## src/rtl/riscv_ctrl_pkg.sv

```systemverilog
// Shared encodings for the multi-cycle RISC-V control path: opcodes, FSM states,
// datapath select codes and the control word. Optional LUI support: MAIN_FSM_LUI_EN.
package riscv_ctrl_pkg;

    localparam logic [6:0] OP_LW  = 7'b0000011;
    localparam logic [6:0] OP_SW  = 7'b0100011;
    localparam logic [6:0] OP_R   = 7'b0110011;
    localparam logic [6:0] OP_I   = 7'b0010011;
    localparam logic [6:0] OP_JAL = 7'b1101111;
    localparam logic [6:0] OP_BEQ = 7'b1100011;
    localparam logic [6:0] OP_LUI = 7'b0110111;

    typedef enum logic [3:0] {
        FETCH    = 4'd0,
        DECODE   = 4'd1,
        MEMADR   = 4'd2,
        MEMREAD  = 4'd3,
        MEMWB    = 4'd4,
        MEMWRITE = 4'd5,
        EXECR    = 4'd6,
        ALUWB    = 4'd7,
        EXECI    = 4'd8,
        JAL      = 4'd9,
        BEQ      = 4'd10,
        LUI      = 4'd11
    } state_t;

    localparam logic [1:0] RES_ALUOUT    = 2'b00;
    localparam logic [1:0] RES_DATA      = 2'b01;
    localparam logic [1:0] RES_ALURESULT = 2'b10;

    localparam logic [1:0] SRCA_PC    = 2'b00;
    localparam logic [1:0] SRCA_OLDPC = 2'b01;
    localparam logic [1:0] SRCA_RS1   = 2'b10;
    localparam logic [1:0] SRCA_ZERO  = 2'b11;

    localparam logic [1:0] SRCB_RS2  = 2'b00;
    localparam logic [1:0] SRCB_IMM  = 2'b01;
    localparam logic [1:0] SRCB_FOUR = 2'b10;

    localparam logic [1:0] ALUOP_ADD   = 2'b00;
    localparam logic [1:0] ALUOP_SUB   = 2'b01;
    localparam logic [1:0] ALUOP_FUNCT = 2'b10;

    typedef struct packed {
        logic       pc_update;
        logic       branch;
        logic       ir_write;
        logic       reg_write;
        logic       mem_write;
        logic       adr_src;
        logic [1:0] result_src;
        logic [1:0] alu_src_a;
        logic [1:0] alu_src_b;
        logic [1:0] alu_op;
    } ctrl_t;

    // True when DECODE has somewhere to send this opcode.
    function automatic logic op_supported(input logic [6:0] op);
        logic ok;
        case (op)
            OP_LW, OP_SW, OP_R, OP_I, OP_JAL, OP_BEQ: ok = 1'b1;
`ifdef MAIN_FSM_LUI_EN
            OP_LUI:                                   ok = 1'b1;
`endif
            default:                                  ok = 1'b0;
        endcase
        return ok;
    endfunction

endpackage

```

## src/rtl/main_fsm_outputs.sv

```systemverilog
// Combinational state-to-control-word map; only the FETCH enables look at mem_ready.
// The LUI row exists only when MAIN_FSM_LUI_EN is defined.
module main_fsm_outputs
    import riscv_ctrl_pkg::*;
(
    input  state_t state_i,
    input  logic   mem_ready_i,
    output ctrl_t  ctrl_o
);

    // Control word per state; every field not set below stays zero.
    always_comb begin
        ctrl_o = '0;
        case (state_i)
            FETCH: begin
                ctrl_o.alu_src_a  = SRCA_PC;
                ctrl_o.alu_src_b  = SRCB_FOUR;
                ctrl_o.alu_op     = ALUOP_ADD;
                ctrl_o.result_src = RES_ALURESULT;
                ctrl_o.ir_write   = mem_ready_i;
                ctrl_o.pc_update  = mem_ready_i;
            end
            DECODE: begin
                ctrl_o.alu_src_a = SRCA_OLDPC;
                ctrl_o.alu_src_b = SRCB_IMM;
                ctrl_o.alu_op    = ALUOP_ADD;
            end
            MEMADR: begin
                ctrl_o.alu_src_a = SRCA_RS1;
                ctrl_o.alu_src_b = SRCB_IMM;
                ctrl_o.alu_op    = ALUOP_ADD;
            end
            MEMREAD: begin
                ctrl_o.adr_src    = 1'b1;
                ctrl_o.result_src = RES_ALUOUT;
            end
            MEMWB: begin
                ctrl_o.result_src = RES_DATA;
                ctrl_o.reg_write  = 1'b1;
            end
            MEMWRITE: begin
                ctrl_o.adr_src    = 1'b1;
                ctrl_o.result_src = RES_ALUOUT;
                ctrl_o.mem_write  = 1'b1;
            end
            EXECR: begin
                ctrl_o.alu_src_a = SRCA_RS1;
                ctrl_o.alu_src_b = SRCB_RS2;
                ctrl_o.alu_op    = ALUOP_FUNCT;
            end
            EXECI: begin
                ctrl_o.alu_src_a = SRCA_RS1;
                ctrl_o.alu_src_b = SRCB_IMM;
                ctrl_o.alu_op    = ALUOP_FUNCT;
            end
            JAL: begin
                ctrl_o.alu_src_a  = SRCA_OLDPC;
                ctrl_o.alu_src_b  = SRCB_FOUR;
                ctrl_o.alu_op     = ALUOP_ADD;
                ctrl_o.result_src = RES_ALUOUT;
                ctrl_o.pc_update  = 1'b1;
            end
            BEQ: begin
                ctrl_o.alu_src_a  = SRCA_RS1;
                ctrl_o.alu_src_b  = SRCB_RS2;
                ctrl_o.alu_op     = ALUOP_SUB;
                ctrl_o.result_src = RES_ALUOUT;
                ctrl_o.branch     = 1'b1;
            end
`ifdef MAIN_FSM_LUI_EN
            LUI: begin
                ctrl_o.alu_src_a = SRCA_ZERO;
                ctrl_o.alu_src_b = SRCB_IMM;
                ctrl_o.alu_op    = ALUOP_ADD;
            end
`endif
            ALUWB: begin
                ctrl_o.result_src = RES_ALUOUT;
                ctrl_o.reg_write  = 1'b1;
            end
            default: ctrl_o = '0;
        endcase
    end

endmodule

```

## src/rtl/main_fsm.sv

```systemverilog
// Main control FSM of the multi-cycle RISC-V core: state register, next-state logic
// and reset gating of the control word. Optional LUI support: MAIN_FSM_LUI_EN.
module main_fsm
    import riscv_ctrl_pkg::*;
(
    input  logic       clk,
    input  logic       rst_n,
    input  logic [6:0] op,
    input  logic       mem_ready,
    output logic       PCUpdate,
    output logic       Branch,
    output logic       IRWrite,
    output logic       RegWrite,
    output logic       MemWrite,
    output logic       AdrSrc,
    output logic [1:0] ResultSrc,
    output logic [1:0] ALUSrcA,
    output logic [1:0] ALUSrcB,
    output logic [1:0] ALUOp,
    output logic       illegal_op,
    output logic [3:0] state
);

    state_t state_q;
    ctrl_t  ctrl_s;
    ctrl_t  ctrl_gated_s;

    // State register and next-state sequencing; stray encodings fall back to FETCH.
    always_ff @(posedge clk) begin
        if (!rst_n) begin
            state_q <= FETCH;
        end else begin
            case (state_q)
                FETCH:    state_q <= mem_ready ? DECODE : FETCH;
                DECODE: begin
                    case (op)
                        OP_LW, OP_SW: state_q <= MEMADR;
                        OP_R:         state_q <= EXECR;
                        OP_I:         state_q <= EXECI;
                        OP_JAL:       state_q <= JAL;
                        OP_BEQ:       state_q <= BEQ;
`ifdef MAIN_FSM_LUI_EN
                        OP_LUI:       state_q <= LUI;
`endif
                        default:      state_q <= FETCH;
                    endcase
                end
                MEMADR: begin
                    case (op)
                        OP_LW:   state_q <= MEMREAD;
                        OP_SW:   state_q <= MEMWRITE;
                        default: state_q <= FETCH;
                    endcase
                end
                MEMREAD:  state_q <= mem_ready ? MEMWB : MEMREAD;
                MEMWB:    state_q <= FETCH;
                MEMWRITE: state_q <= mem_ready ? FETCH : MEMWRITE;
                EXECR:    state_q <= ALUWB;
                EXECI:    state_q <= ALUWB;
                JAL:      state_q <= ALUWB;
                BEQ:      state_q <= FETCH;
`ifdef MAIN_FSM_LUI_EN
                LUI:      state_q <= ALUWB;
`endif
                ALUWB:    state_q <= FETCH;
                default:  state_q <= FETCH;
            endcase
        end
    end

    main_fsm_outputs u_outputs (
        .state_i     (state_q),
        .mem_ready_i (mem_ready),
        .ctrl_o      (ctrl_s)
    );

    // A low rst_n blanks the whole control word so nothing is written in the reset cycle.
    always_comb begin
        if (rst_n) begin
            ctrl_gated_s = ctrl_s;
        end else begin
            ctrl_gated_s = '0;
        end
    end

    assign PCUpdate   = ctrl_gated_s.pc_update;
    assign Branch     = ctrl_gated_s.branch;
    assign IRWrite    = ctrl_gated_s.ir_write;
    assign RegWrite   = ctrl_gated_s.reg_write;
    assign MemWrite   = ctrl_gated_s.mem_write;
    assign AdrSrc     = ctrl_gated_s.adr_src;
    assign ResultSrc  = ctrl_gated_s.result_src;
    assign ALUSrcA    = ctrl_gated_s.alu_src_a;
    assign ALUSrcB    = ctrl_gated_s.alu_src_b;
    assign ALUOp      = ctrl_gated_s.alu_op;
    assign illegal_op = rst_n & (state_q == DECODE) & ~op_supported(op);
    assign state      = state_q;

endmodule

```

## config.mk

```make
export PLATFORM = sky130hd
export DESIGN_NAME = main_fsm
export DESIGN_NICKNAME = d
export VERILOG_FILES = /design/src/rtl/riscv_ctrl_pkg.sv /design/src/rtl/main_fsm_outputs.sv /design/src/rtl/main_fsm.sv
export SDC_FILE = /design/constraint.sdc
export NUM_CORES = 1
export LEC_CHECK = 0
export ABC_CLOCK_PERIOD_IN_PS = 2000
export BUFFER_PORTS_ARGS = -buffer_cell sky130_fd_sc_hd__clkbuf_2
export CAP_MARGIN = 10
export CORE_MARGIN = 5
export CORE_UTILIZATION = 38
export DETAILED_ROUTE_END_ITERATION = 8
export GPL_TIMING_DRIVEN = 0
export PLACE_DENSITY = 0.66
export SLEW_MARGIN = 0
export SYNTH_ARGS = -nofsm -noshare
export SYNTH_HDL_FRONTEND = slang
export SYNTH_HIERARCHICAL = 1
export SYNTH_SLANG_ARGS = --single-unit
```

## constraint.sdc

```tcl
create_clock -name clk -period 2 [get_ports clk]
set_clock_uncertainty 0.05 [all_clocks]
set_input_delay 0.1 -clock clk [delete_from_list [all_inputs] [get_ports clk]]
set_output_delay 0.1 -clock clk [all_outputs]
set_load 0.005 [all_outputs]
```

== After elaboration in Yosys (flattened, before gate mapping) ==
Cells that the tools add are included.

* Register bits after elaboration: 4
* Output and inout port bits: 19
* Logic and storage cells: 42

* Eq/ne operators: 16
* Multiplexer cells: 16
* Bitwise gates (word level): 3
* Reduce and logical (&&, ||, !) cells: 6

{| class="wikitable"
|+ Operators by type and width
! cell !! count
|-
| 6-bit case mux with 7 select lines || 1
|-
| 4-bit case mux with 6 select lines || 1
|-
| 4-bit case mux with 5 select lines || 1
|-
| 4-bit by 3-bit == test with 1-bit output, second input constant || 4
|-
| 7-bit by 6-bit == test with 1-bit output, second input constant || 2
|-
| 7-bit == test, second input constant || 2
|-
| 14-bit 2-to-1 mux || 1
|-
| 4-bit == test, second input constant || 3
|-
| 4-bit by 2-bit == test with 1-bit output, second input constant || 2
|-
| 7-bit by 2-bit == test with 1-bit output, second input constant || 1
|-
| 7-bit by 5-bit == test with 1-bit output, second input constant || 1
|-
| 1-bit 2-to-1 mux || 7
|-
| 3-bit 2-to-1 mux || 2
|-
| 3-bit case mux with 2 select lines || 1
|-
| 2-bit OR reduction || 3
|-
| 6-bit OR reduction || 1
|-
| 4-bit by 1-bit == test with 1-bit output, second input constant || 1
|-
| 4-bit zero test || 1
|-
| 2-bit case mux with 2 select lines || 1
|-
| 3-bit OR reduction || 1
|-
| 1-bit AND || 2
|-
| 1-bit case mux with 2 select lines || 1
|-
| 1-bit inverter || 1
|}

== Longest topological paths before layout ==
* Word-level depth: 5
* Depth in mapped cells: 5

== Hierarchy ==
The synthesis kept the hierarchy.

{| class="wikitable"
|+ Modules (own cells, without submodules)
! module !! times used !! cells an instance !! area each (um2)
|-
| main_fsm || 1 || 65 || 479.2
|-
| main_fsm_outputs || 1 || 30 || 215.2
|}

== Worst setup path before layout ==
Ideal clock, no wire load.

* Path type: reg2reg
* Start point: register state_q[1], in the netlist state[1]
* End point: register state_q[0], in the netlist state[0]
* Setup time: 0.077 ns
* Arrival time: 1.300 ns
* Required time: 1.873 ns
* Path slack: 0.573 ns
* Stages on the path, launching flop included: 5
* Clock period less this slack: 1.427 ns
* Cell sequence: dfxtp_1 buf_2 or3b_1 a21o_1 a41oi_2

* Cells in the longest elaborated chain, start to end: 3
* Elaborated cells on any way between the ends: 10

{| class="wikitable"
|+ RTL lines
! what !! RTL line !! text
|-
| from (decl) || main_fsm.sv:24 || <nowiki>state_t state_q;</nowiki>
|-
| from (signal assigned) || main_fsm.sv:34 || <nowiki>FETCH: state_q <= mem_ready ? DECODE : FETCH;</nowiki>
|-
| from (signal assigned) || main_fsm.sv:55 || <nowiki>MEMREAD: state_q <= mem_ready ? MEMWB : MEMREAD;</nowiki>
|-
| from (signal assigned) || main_fsm.sv:57 || <nowiki>MEMWRITE: state_q <= mem_ready ? FETCH : MEMWRITE;</nowiki>
|-
| 4-bit by 3-bit == test with 1-bit output or 4-bit == test (tied branches) || main_fsm.sv:33 || <nowiki>case (state_q)</nowiki>
|-
| 3-bit OR reduction (no source line) || - ||
|-
| 4-bit case mux with 6 select lines (*) || main_fsm.sv:33 ||
|}

Every way passes the cells marked *; elsewhere a longest branch is shown, timed or not.
A chain may end at the register's enable or synchronous reset.

== Worst setup path in the final report ==
* Start point: register state_q[1], in the netlist state[1]
* End point: output port illegal_op

* Cells in the longest elaborated chain, start to end: 3

{| class="wikitable"
|+ RTL lines
! what !! RTL line !! text
|-
| 4-bit by 1-bit == test with 1-bit output || main_fsm.sv:96 || <nowiki>assign illegal_op = rst_n & (state_q == DECODE) & ~op_supported(op);</nowiki>
|-
| 1-bit AND (2 in a row) || main_fsm.sv:96 ||
|-
| to (decl) || main_fsm.sv:20 || <nowiki>output logic illegal_op,</nowiki>
|}

Every way passes these cells.

==> impl_metrics.tcl <==
set metrics [dict create \
    syn_area_um2 694 \
    antenna_found_initial 0 \
    crit_buf_inv 2 \
    rsz0062_at_grt "no" \
    hold_class "primary input to flop" \
    tns_ns 0 \
    netlist_instances 95 \
    p_seq_frac 0.340 \
    total_leakage_power_nw 0.394 \
    p_switching_mw 0.0702 \
    cts_tree "yes" \
    final_nets 138 \
    postCtsHoldBufs 0 \
    crit_family "simple AND/OR/NAND/NOR gates" \
    place_ws_ns 0.312 \
    grt_max_degree 15 \
    ys_seq_area_frac 0.115 \
    vias_per_cell 5.18 \
    dp_hpwl_mm 1.40 \
    cp_cell_sequence "buf_2 > nand2b_1 > nor3_2 > nand2_1 > nor3b_1 > clkbuf_2" \
    syn2layout_area_growth_pct 28.8 \
    worstMarginPinSlew_ns 0.408 \
    synthArstFlopShare 0 \
    syn_nets 105 \
    crit_path_start_kind "flop" \
    intPower_mw 0.185 \
    drc 0 \
    setup_ws_ns 0.180 \
    stdcell_area_um2 895 \
    switching_share 0.275 \
    n_fill_cell 191 \
    root_buffer "clkbuf_4" \
    yosys_warnings 6 \
    critPathKind "flop to output pin" \
    synth.area.top_cells "and2_1 (14%), dfxtp_1 (12%), nor3b_1 (6.5%), nand2b_1 (5.4%), or3b_1 (3.8%)" \
    antenna_left 0 \
    htree_levels 1 \
    cts_buffer_depth 2 \
    die_area_um2 2780 \
    grtUsageMet3 0 \
    top_usage_layer "met2" \
    synth-seq-cells 4 \
    ys_types 36 \
    syn_avg_cell_area_um2 7.31 \
    hold_viol_final 0 \
    largest_reg_flops 4 \
    route.vias.total 782 \
    clkTransAtPathRegs_ns 0.04 \
    synth_top_cell_by_area "and2_1" \
    cts_buffers 3 \
    grt_pass1_vias 734 \
    cpPeakStageDelay_ns 0.38 \
    critical_path.slowest_cell "dfxtp_1" \
    drv_cap 0 \
    p_clk_frac 0.378 \
    start_util 0.402 \
    finalCritPeriodShare 0.910 \
    port_buffers 28 \
    grt_usage 0.138 \
    crit_path_max_fanout 9 \
    p_comb_frac 0.282 \
    core_um2 1730 \
    use_met1 0.167 \
    ir_worst_vdd_mv 0.169 \
    die_w_um 52.8 \
    run_status "finished, final reports clean" \
    most-common-layout-cells "clkbuf_2 (28), and2_1 (16), nand2b_1 (6), nor3b_1 (6), a21oi_1 (5)" \
    placed_cells 148 \
    fmax_mhz 549 \
    grt_pass1_wl_mm 3.03 \
    slew_headroom 0.725 \
    synth_edf_count 0 \
    layout_min_cycle_time_ns 1.82 \
    rr_worst_depth 5 \
    worstSetupEndpointType "output pin" \
    synth.top_cell.area_share 0.144 \
    gr-usage-met2 0.258 \
    cp.depth 6 \
    drive_above_1_share 0.357 \
    drt-initial-drc-count 8 \
    first_pass_iters 4 \
    pin_count 29 \
    fin_cells 151 \
    n_antenna_cell 0 \
    totalWireLength_mm 1.80 \
    arrival_ns 1.67 \
    whs_path_depth 3 \
    layout_commonest_cell "clkbuf_2" \
    maxSlewViolCount 0 \
    grt_overflow 0 \
    clk_latency_ns 0.23 \
    gp_congestion 0.813 \
    powerDensity_nw_per_um2 285 \
    wire_per_inst_um 11.9 \
    setup_viol 0 \
    cts_sinks 4 \
    dieHeight_um 52.8 \
    place_area_um2 866 \
    rows 15 \
    ys.flop_type "dfxtp_1" \
    critPathRequiredTime_ns 1.85 \
]
-- worst min-delay path, delay by kind of cell --
family	cells	cell delay, ns
AO/OA/AOI/OAI	1	0.06
buffers and inverters	1	0.10
AND/OR/NAND/NOR	1	0.08
-- layout make-up --
class,count,area (um^2),area share
well taps,25,31.3,0.0350
plain buffers,8,46.3,0.0517
repair buffers,28,140,0.157
flip-flops and latches,4,81.3,0.0909
inverters,3,11.3,0.0126
clock buffers,3,22.5,0.0252
multi-input cells,80,562,0.628
-- cell usage after synthesis (2+ instances only) --
cell	number
nand2_1	4
nor3_1	3
and3_1	2
nand2b_1	6
or3b_1	3
xor2_1	2
buf_2	4
a21oi_1	5
clkbuf_1	2
nand3b_1	3
inv_1	3
xnor2_1	2
nor2_1	2
a31oi_1	2
dfxtp_1	4
a21o_1	2
o21ai_0	3
nor3b_1	6
mux2i_1	2
and2_1	16
nand4_1	4
-- metrics by stage --
stage | power, mW | hold WS, ns | util
5_1_grt | 0.274 | 0.156 | 0.518
3_5_place_dp | 0.159 | 0.343 | 0.501
4_1_cts | 0.260 | 0.101 | 0.514
2_1_floorplan | 0.128 | 0.190 | -
3_3_place_gp | 0.157 | 0.344 | 0.501
6_report | 0.255 | 0.111 | 0.518
-- logic make-up (layout without fill, tap and decap cells) --
logic type	after synthesis	after routing	synth area share
and+or+nand+nor	56	56	0.535
AOI/OAI and AO/OA	17	17	0.173
buffers and inverters	11	42	0.0829
xor gates and xnor gates	4	4	0.0505
DFF	4	4	0.115
muxes	2	2	0.0288
adders and majority gates	1	1	0.0144
-- power groups by stage --
stage | sequential, mW | combinational, mW | clock [mW]
finish | 0.0868 | 0.0719 | 0.0966
global route | 0.0875 | 0.0813 | 0.105
CTS | 0.0864 | 0.0718 | 0.102
detailed placement | 0.0876 | 0.0713 | 0
global placement | 0.0873 | 0.0700 | 0
floorplan | 0.0867 | 0.0417 | 0
-- routing by layer --
metal	up-vias	part of all wire
met4	0	0
met3	0	0.040
met5	-	0
li1	403	-
met2	17	0.50
met1	362	0.46
-- worst paths after layout --
kind | slack, ns | end | start
worst max-delay path | 0.18 | illegal_op | state[1]
worst min register to register | 0.65 | state[2] | state[3]
worst max register to register | 0.39 | state[1] | state[1]
worst min-delay path | 0.11 | state[3] | op[4]
-- what timing repair did --
action,CTS,global route
resized for setup,0,2
setup buffers,0,0
endpoints found under the setup margin,0,1
No activity file was read; power rests on OpenSTA's default activity.
